$ cat config.mk
export PLATFORM = sky130hd
export DESIGN_NAME = operand_dispatch
export DESIGN_NICKNAME = d
export VERILOG_FILES = /design/src/rtl/operand_dispatch.sv
export SDC_FILE = /design/constraint.sdc
export NUM_CORES = 1
export LEC_CHECK = 0
export BUFFER_PORTS_ARGS = -buffer_cell sky130_fd_sc_hd__buf_2
export CORE_AREA = 2 2 107 109
export DETAILED_ROUTE_END_ITERATION = 10
export DIE_AREA = 0 0 109 111
export PLACE_DENSITY = 0.7
export SYNTH_ARGS = -nofsm -noshare
export SYNTH_HDL_FRONTEND = slang
export SYNTH_SLANG_ARGS = --single-unit
$ cat constraint.sdc
create_clock -name clk -period 3.69 [get_ports clk]
set_clock_uncertainty 0.1 [all_clocks]
set_input_delay 0.5535 -clock clk [delete_from_list [all_inputs] [get_ports clk]]
set_output_delay 0.5535 -clock clk [all_outputs]
set_load 0.05 [all_outputs]
$ cat src/rtl/operand_dispatch.sv
// operand_dispatch
// Purpose: single-entry dispatch buffer that takes one operation (opcode plus
// two operands) from upstream and presents it to exactly one functional-unit
// channel selected by the opcode. The held operation is replaced in the same
// cycle it issues, so back-to-back traffic flows without bubbles.
//
// Optional feature macro: DISPATCH_CNT_EN
//   When defined, adds the dispatch_cnt output, a 16-bit wrapping count of
//   completed channel transfers. When undefined, the port and its logic are
//   absent.
//
// Ports:
//   clk          in   clock, rising edge
//   rst          in   asynchronous active-high reset
//   op_opcode    in   [SEL_LINE]   channel select of the offered operation
//   rs1_reg_val  in   [N]          first operand
//   rs2_reg_val  in   [N]          second operand
//   in_valid     in   upstream offers an operation
//   in_ready     out  operation is accepted this cycle when in_valid is high
//   ch_valid     out  [NUM_CH]     one-hot, held channel has a valid operation
//   ch_ready     in   [NUM_CH]     channel consumes its operation this cycle
//   ch_rs1       out  [NUM_CH*N]   per-channel rs1, channel k at [k*N +: N]
//   ch_rs2       out  [NUM_CH*N]   per-channel rs2, same packing
//   illegal_op   out  one-cycle pulse after an out-of-range opcode is accepted
//   dispatch_cnt out  [16]         completed transfers (DISPATCH_CNT_EN only)
module operand_dispatch #(
  parameter int N        = 16,
  parameter int SEL_LINE = 4,
  parameter int NUM_CH   = 7
) (
  input  logic                  clk,
  input  logic                  rst,
  input  logic [SEL_LINE-1:0]   op_opcode,
  input  logic [N-1:0]          rs1_reg_val,
  input  logic [N-1:0]          rs2_reg_val,
  input  logic                  in_valid,
  output logic                  in_ready,
  output logic [NUM_CH-1:0]     ch_valid,
  input  logic [NUM_CH-1:0]     ch_ready,
  output logic [NUM_CH*N-1:0]   ch_rs1,
  output logic [NUM_CH*N-1:0]   ch_rs2,
`ifdef DISPATCH_CNT_EN
  output logic                  illegal_op,
  output logic [15:0]           dispatch_cnt
`else
  output logic                  illegal_op
`endif
);

  localparam logic [0:0] ST_EMPTY = 1'b0;
  localparam logic [0:0] ST_HOLD  = 1'b1;

  // Channel count widened by one bit so that NUM_CH == 2**SEL_LINE still
  // compares correctly against every opcode value.
  localparam logic [SEL_LINE:0] NUM_CH_W = (SEL_LINE+1)'(NUM_CH);

  logic [0:0]          r_state;
  logic [SEL_LINE-1:0] r_opcode;
  logic [N-1:0]        r_rs1;
  logic [N-1:0]        r_rs2;
  logic                r_illegal;

  logic [NUM_CH-1:0]   w_sel;
  logic                w_held_ready;
  logic                w_legal;
  logic                w_accept;
  logic                w_issue;

  // One-hot decode of the held opcode; all zero while empty. Only the held
  // channel's ready bit is looked at, so other channels' ready is ignored.
  always_comb begin
    w_sel        = '0;
    w_held_ready = 1'b0;
    for (int k = 0; k < NUM_CH; k++) begin
      w_sel[k] = (r_state == ST_HOLD) && (r_opcode == SEL_LINE'(k));
      if (w_sel[k] && ch_ready[k]) begin
        w_held_ready = 1'b1;
      end
    end
  end

  // A full buffer can still accept when its occupant leaves this same cycle.
  assign w_legal  = ({1'b0, op_opcode} < NUM_CH_W);
  assign in_ready = (r_state == ST_EMPTY) || w_held_ready;
  assign w_accept = in_valid && in_ready;
  assign w_issue  = (r_state == ST_HOLD) && w_held_ready;

  // Holding register and FSM. A legal accept always (re)loads the entry,
  // covering both the empty case and the same-cycle replace. An illegal
  // accept stores nothing, so only a pending issue can move the state.
  // Cleared entries are zeroed so nothing stale lingers in the register.
  always_ff @(posedge clk or posedge rst) begin
    if (rst) begin
      r_state   <= ST_EMPTY;
      r_opcode  <= '0;
      r_rs1     <= '0;
      r_rs2     <= '0;
      r_illegal <= 1'b0;
    end else begin
      r_illegal <= w_accept && !w_legal;
      if (w_accept && w_legal) begin
        r_state  <= ST_HOLD;
        r_opcode <= op_opcode;
        r_rs1    <= rs1_reg_val;
        r_rs2    <= rs2_reg_val;
      end else if (w_issue) begin
        r_state  <= ST_EMPTY;
        r_opcode <= '0;
        r_rs1    <= '0;
        r_rs2    <= '0;
      end
    end
  end

  // Fan the registered operands out to the selected channel only; every
  // other channel sees zero.
  always_comb begin
    ch_rs1 = '0;
    ch_rs2 = '0;
    for (int k = 0; k < NUM_CH; k++) begin
      if (w_sel[k]) begin
        ch_rs1[k*N +: N] = r_rs1;
        ch_rs2[k*N +: N] = r_rs2;
      end
    end
  end

  assign ch_valid   = w_sel;
  assign illegal_op = r_illegal;

`ifdef DISPATCH_CNT_EN
  logic [15:0] r_cnt;

  // Counts real transfers only; illegal opcodes never reach a channel.
  // Natural 16-bit overflow provides the wrap to zero.
  always_ff @(posedge clk or posedge rst) begin
    if (rst) begin
      r_cnt <= '0;
    end else if (w_issue) begin
      r_cnt <= r_cnt + 16'd1;
    end
  end

  assign dispatch_cnt = r_cnt;
`endif

endmodule

# [Word-level counts from Yosys, hierarchy flattened]
# Cells that the tools add are included.
[classes] order_cmp=1 eq_ne=6 muxes=28 bitwise=1 n_reduce_logical=22
[ops] cell="two-way mux 16 bit" n=17
[ops] cell="logical AND 1 bit" n=18
[ops] cell="== test 4 x 3 -> 1 bit (second input constant)" n=3
[ops] cell="two-way mux 1 bit" n=9
[ops] cell="== test 4 x 2 -> 1 bit (second input constant)" n=2
[ops] cell="two-way mux 4 bit" n=2
[ops] cell="== test 4 x 1 -> 1 bit (second input constant)" n=1
[ops] cell="zero test 4 bit" n=1
[ops] cell="less-than comparator 4 x 3 -> 1 bit (second input constant)" n=1
[ops] cell="nonzero test 2 bit" n=1
[ops] cell="zero test 1 bit" n=1
[ops] cell="logical OR 1 bit" n=1
[ops] cell="inverter 1 bit" n=1
[word_totals] reg_bits=38 input_bits=46 out_inout_bits=233 word_cells=63

# [Logic depth before layout (Yosys ltp)]
[logic_depth] depth_word=14 depth_mapped=7 mapped_depth_nobuf=4

# [Worst setup path after synthesis]
# OpenSTA, ideal clock, no wires.
[synth_path] kind="reg-to-output" start="reg r_opcode[2]" end="out ch_rs1[22]" t_arrival_ns=2.143 setup_slack_ns=0.893 stages_incl_launch_ff=5 cell_sequence="dfrtp_1 -> and4bb_4 -> nor2b_1 -> clkbuf_1 -> and2_1"
[synth_between] elab_chain_len=3
[synth_lines] item="start, declared" line_no="58" rtl="logic [SEL_LINE-1:0] r_opcode;"
[synth_lines] item="start signal, assigned" line_no="103" rtl="r_opcode <= op_opcode;"
[synth_lines] item="== test 4 x 1 -> 1 bit" line_no="75" rtl="w_sel[k] = (r_state == ST_HOLD) && (r_opcode == SEL_LINE'(k));"
[synth_lines] item="logical AND 1 bit" line_no="75"
[synth_lines] item="named net ch_valid[1]" line_no="38" rtl="output logic [NUM_CH-1:0] ch_valid,"
[synth_lines] item="two-way mux 16 bit" line_no="121" rtl="if (w_sel[k]) begin"
[synth_lines] item="end, declared" line_no="40" rtl="output logic [NUM_CH*N-1:0] ch_rs1,"
# The timed path passes the listed nets, and every way through them passes these cells.

# [Worst setup path in the final report]
[layout_path] start="reg r_state" end="out ch_rs1[11]"
[layout_between] elab_chain_len=2
[layout_lines] item="start, declared" line_no="57" rtl="logic [0:0] r_state;"
[layout_lines] item="start signal, assigned" line_no="94" rtl="r_state <= ST_EMPTY;"
[layout_lines] item="start signal, assigned" line_no="102" rtl="r_state <= ST_HOLD;"
[layout_lines] item="start signal, assigned" line_no="107" rtl="r_state <= ST_EMPTY;"
[layout_lines] item="logical AND 1 bit" line_no="75"
[layout_lines] item="two-way mux 16 bit" line_no="121"
# Every way passes these cells.

==> metrics.cfg <==
[clock_tree]
cts.sinks=38
cts_setup_buffers=0
postCtsHoldBufs=0
clock_path_buffers=2
cts_resized=0
clkLatencyLatePin_ns=0.28
cts_made_buffers=5
h-tree-depth=2
path_clk_slew_ns=0.06
cts_root_buf=clkbuf_16
cts_tree=built

[yosys]
netlist_top_cells_area=and2_1 (40%), dfrtp_1 (31%), a22o_1 (10%)
synth_area_leader_cell=and2_1
synth_xor_area_share_pct=0
synth-seq-area-share_pct=31.00
synth_flop_cell=dfrtp_1
synthAdderAreaFrac_pct=0
synth_edf_count=0
synth_compound_area_share_pct=12.03
synth_most_common_cell=and2_1
synth-seq-cells=38
syn_area_mm2=0.003068
synth.cells.most_frequent=and2_1 (194), dfrtp_1 (38), a22o_1 (35)
synth-simple-area-share_pct=50.04
yosysWarnings=0
synth_top_family_by_area=simple AND/OR/NAND/NOR gates
synthMuxAreaShare_pct=1.020
syn_area_per_cell_um2=8.570
ys_types=24
synth_nets=404
synthCells=358
async_flop_share_pct=100.0
synth_top_area_share_pct=39.56

[route]
topRoutingLayerUsed=met4
wl_met2_um=6273
routed_via_density=4.656
ant_nets=0
wl_per_cell_um=16.23
drt_iter0_markers=139
vias=3562
dr_wl_met3_um=858
wl_met1_um=5220
drc=0
wirelength_um=12420
first_pass_iters=4

[critical_path]
r2r-start=r_opcode[1]
reg2reg_slack_ns=1.05
endpoint_kind=output pin
path_buf_inv=2
reg2reg_depth=6
critPathMaxStageDelay_ns=0.66
worstPathCellList=nor3b_2 -> nor3b_4 -> buf_4 -> and2_1 -> buf_2
crit_required_ns=3.04
arrival_ns=2.50
cp-start-kind=flip-flop
cpMaxStageDelayCell=nor3b_4
worstSetupPathType=flip-flop to output pin
crit_fanout=18
r2r_end=r_rs1[1]
path_delay_family=simple AND/OR/NAND/NOR gates

[timing]
worst_pin_slew_ns=0.7122
setup_tns_ns=0
hold_viol=0
fmax_mhz=317.5
timing.final.crit_period_ns=3.150
rsz0062_at_grt=false
relSlewSlack_pct=52.47
min_period_over_period_pct=85.36
maxSlewViolCount=0
setup_violations=0

[hold_path]
hold_class=input port to async pin

[pwr]
p_total_mw=2.775
power_density_mw_per_mm2=588.6
ir_drop_mv=0.2878
leakagePower_nw=3.068

[floorplanning]
placementRows=39
core-area_mm2=0.01108
io_pins=279
die_area_mm2=0.01210
die_height_um=111
initial_core_util_pct=27.70
die_x_um=109

[final_layout]
antenna_cells=0
drive_above_1_share_pct=49.20
area_growth_pct=53.67
fin_nets=667

[global_route]
grt_first_pass_wirelength_um=18440
grt_pass1_vias=3430
grt_overflow_total=0
grt_start_max_net_pins=39
grt_use_total_pct=19.49
grt_antenna_before_repair=0

[placed_design]
portBuffers=278
place.gp.congestion=0.7853
hpwlAfterDp_um=9034

[status]
status=complete, no violations

[job]
max_cap_violations=0

cell families after synthesis:
group / after synthesis
AO/OA/AOI/OAI: 40
flip-flops: 38
AND/OR/NAND/NOR: 241
buffers and inverters: 36
multiplexers: 3
area by class of cell:
cell class	count	area, um2
repair buffers	289	1474
multi-input cells	284	1952
clock buffers	7	142.6
inverters	3	11.26
fillers	1119	6362
flip-flops and latches	38	950.9
clock inverters	1	5.005
well taps	143	178.9
power by group:
group / switching (mW) / internal, mW
clock network: 0.162 / 0.268
logic: 1.12 / 0.418
registers: 0.260 / 0.543
total: 1.55 / 1.23
routing by layer:
metal | up-vias | global-route usage, %
li1 | 1701 | -
met1 | 1684 | 24.63
met2 | 173 | 34.87
met3 | 4 | 2.763
met4 | 0 | 3.761
met5 | - | 0
worst max-delay path by stage:
stage / from / end / slack (ns) / depth (start not counted)
finish: r_state / ch_rs1[11] / 0.54 / 5
global route: r_state / ch_rs1[9] / 0.30 / 5
CTS: r_state / ch_rs1[11] / 0.49 / 5
detailed placement: r_state / ch_rs1[11] / 0.79 / 5
global placement: r_state / ch_rs2[5] / 0.88 / 5
floorplan: r_opcode[2] / ch_rs1[22] / 0.89 / 4
per-stage QoR:
stage	std cells	util, %	setup slack [ns]	cell area (um2)	hold WS, ns
final	765	42.56	0.5402	4715	0.2819
after global routing	765	42.56	0.2978	4715	0.3322
after CTS	765	42.56	0.4870	4715	0.3020
after detailed placement	757	41.23	0.7936	4567	0.4756
after global placement	757	41.23	0.8757	4567	0.4473
after floorplan	358	-	0.8932	3068	0.4196
worst reg2reg max path: cells and delay by family (launching register included):
family	cells	cell delay, ns
compound gates	3	1.05
buf+inv	2	0.75
flops	1	0.56
simple gates	1	0.11
placed cells by master (no fill, tap or decap), drive strengths merged:
master and instances:
a22o 35, nand2 1, buf 289, o211a 2, o22a 1, nor2b 1
nand3 1, nand4bb 2, or3b 1, and2 194, clkinv 2, a31oi 1
nor3b 3, mux2 1, a22oi 1, inv 2, and3 34, nor2 3
clkbuf 7, mux2i 2, and4bb 1, dfrtp 38
sequential cells by signal, indices dropped and copies added, names as in the netlist:
register,cells
illegal_op,1
r_rs1,16
r_rs2,16
r_opcode,4
r_state,1
Note: power is estimated with default switching activity, not from simulation.
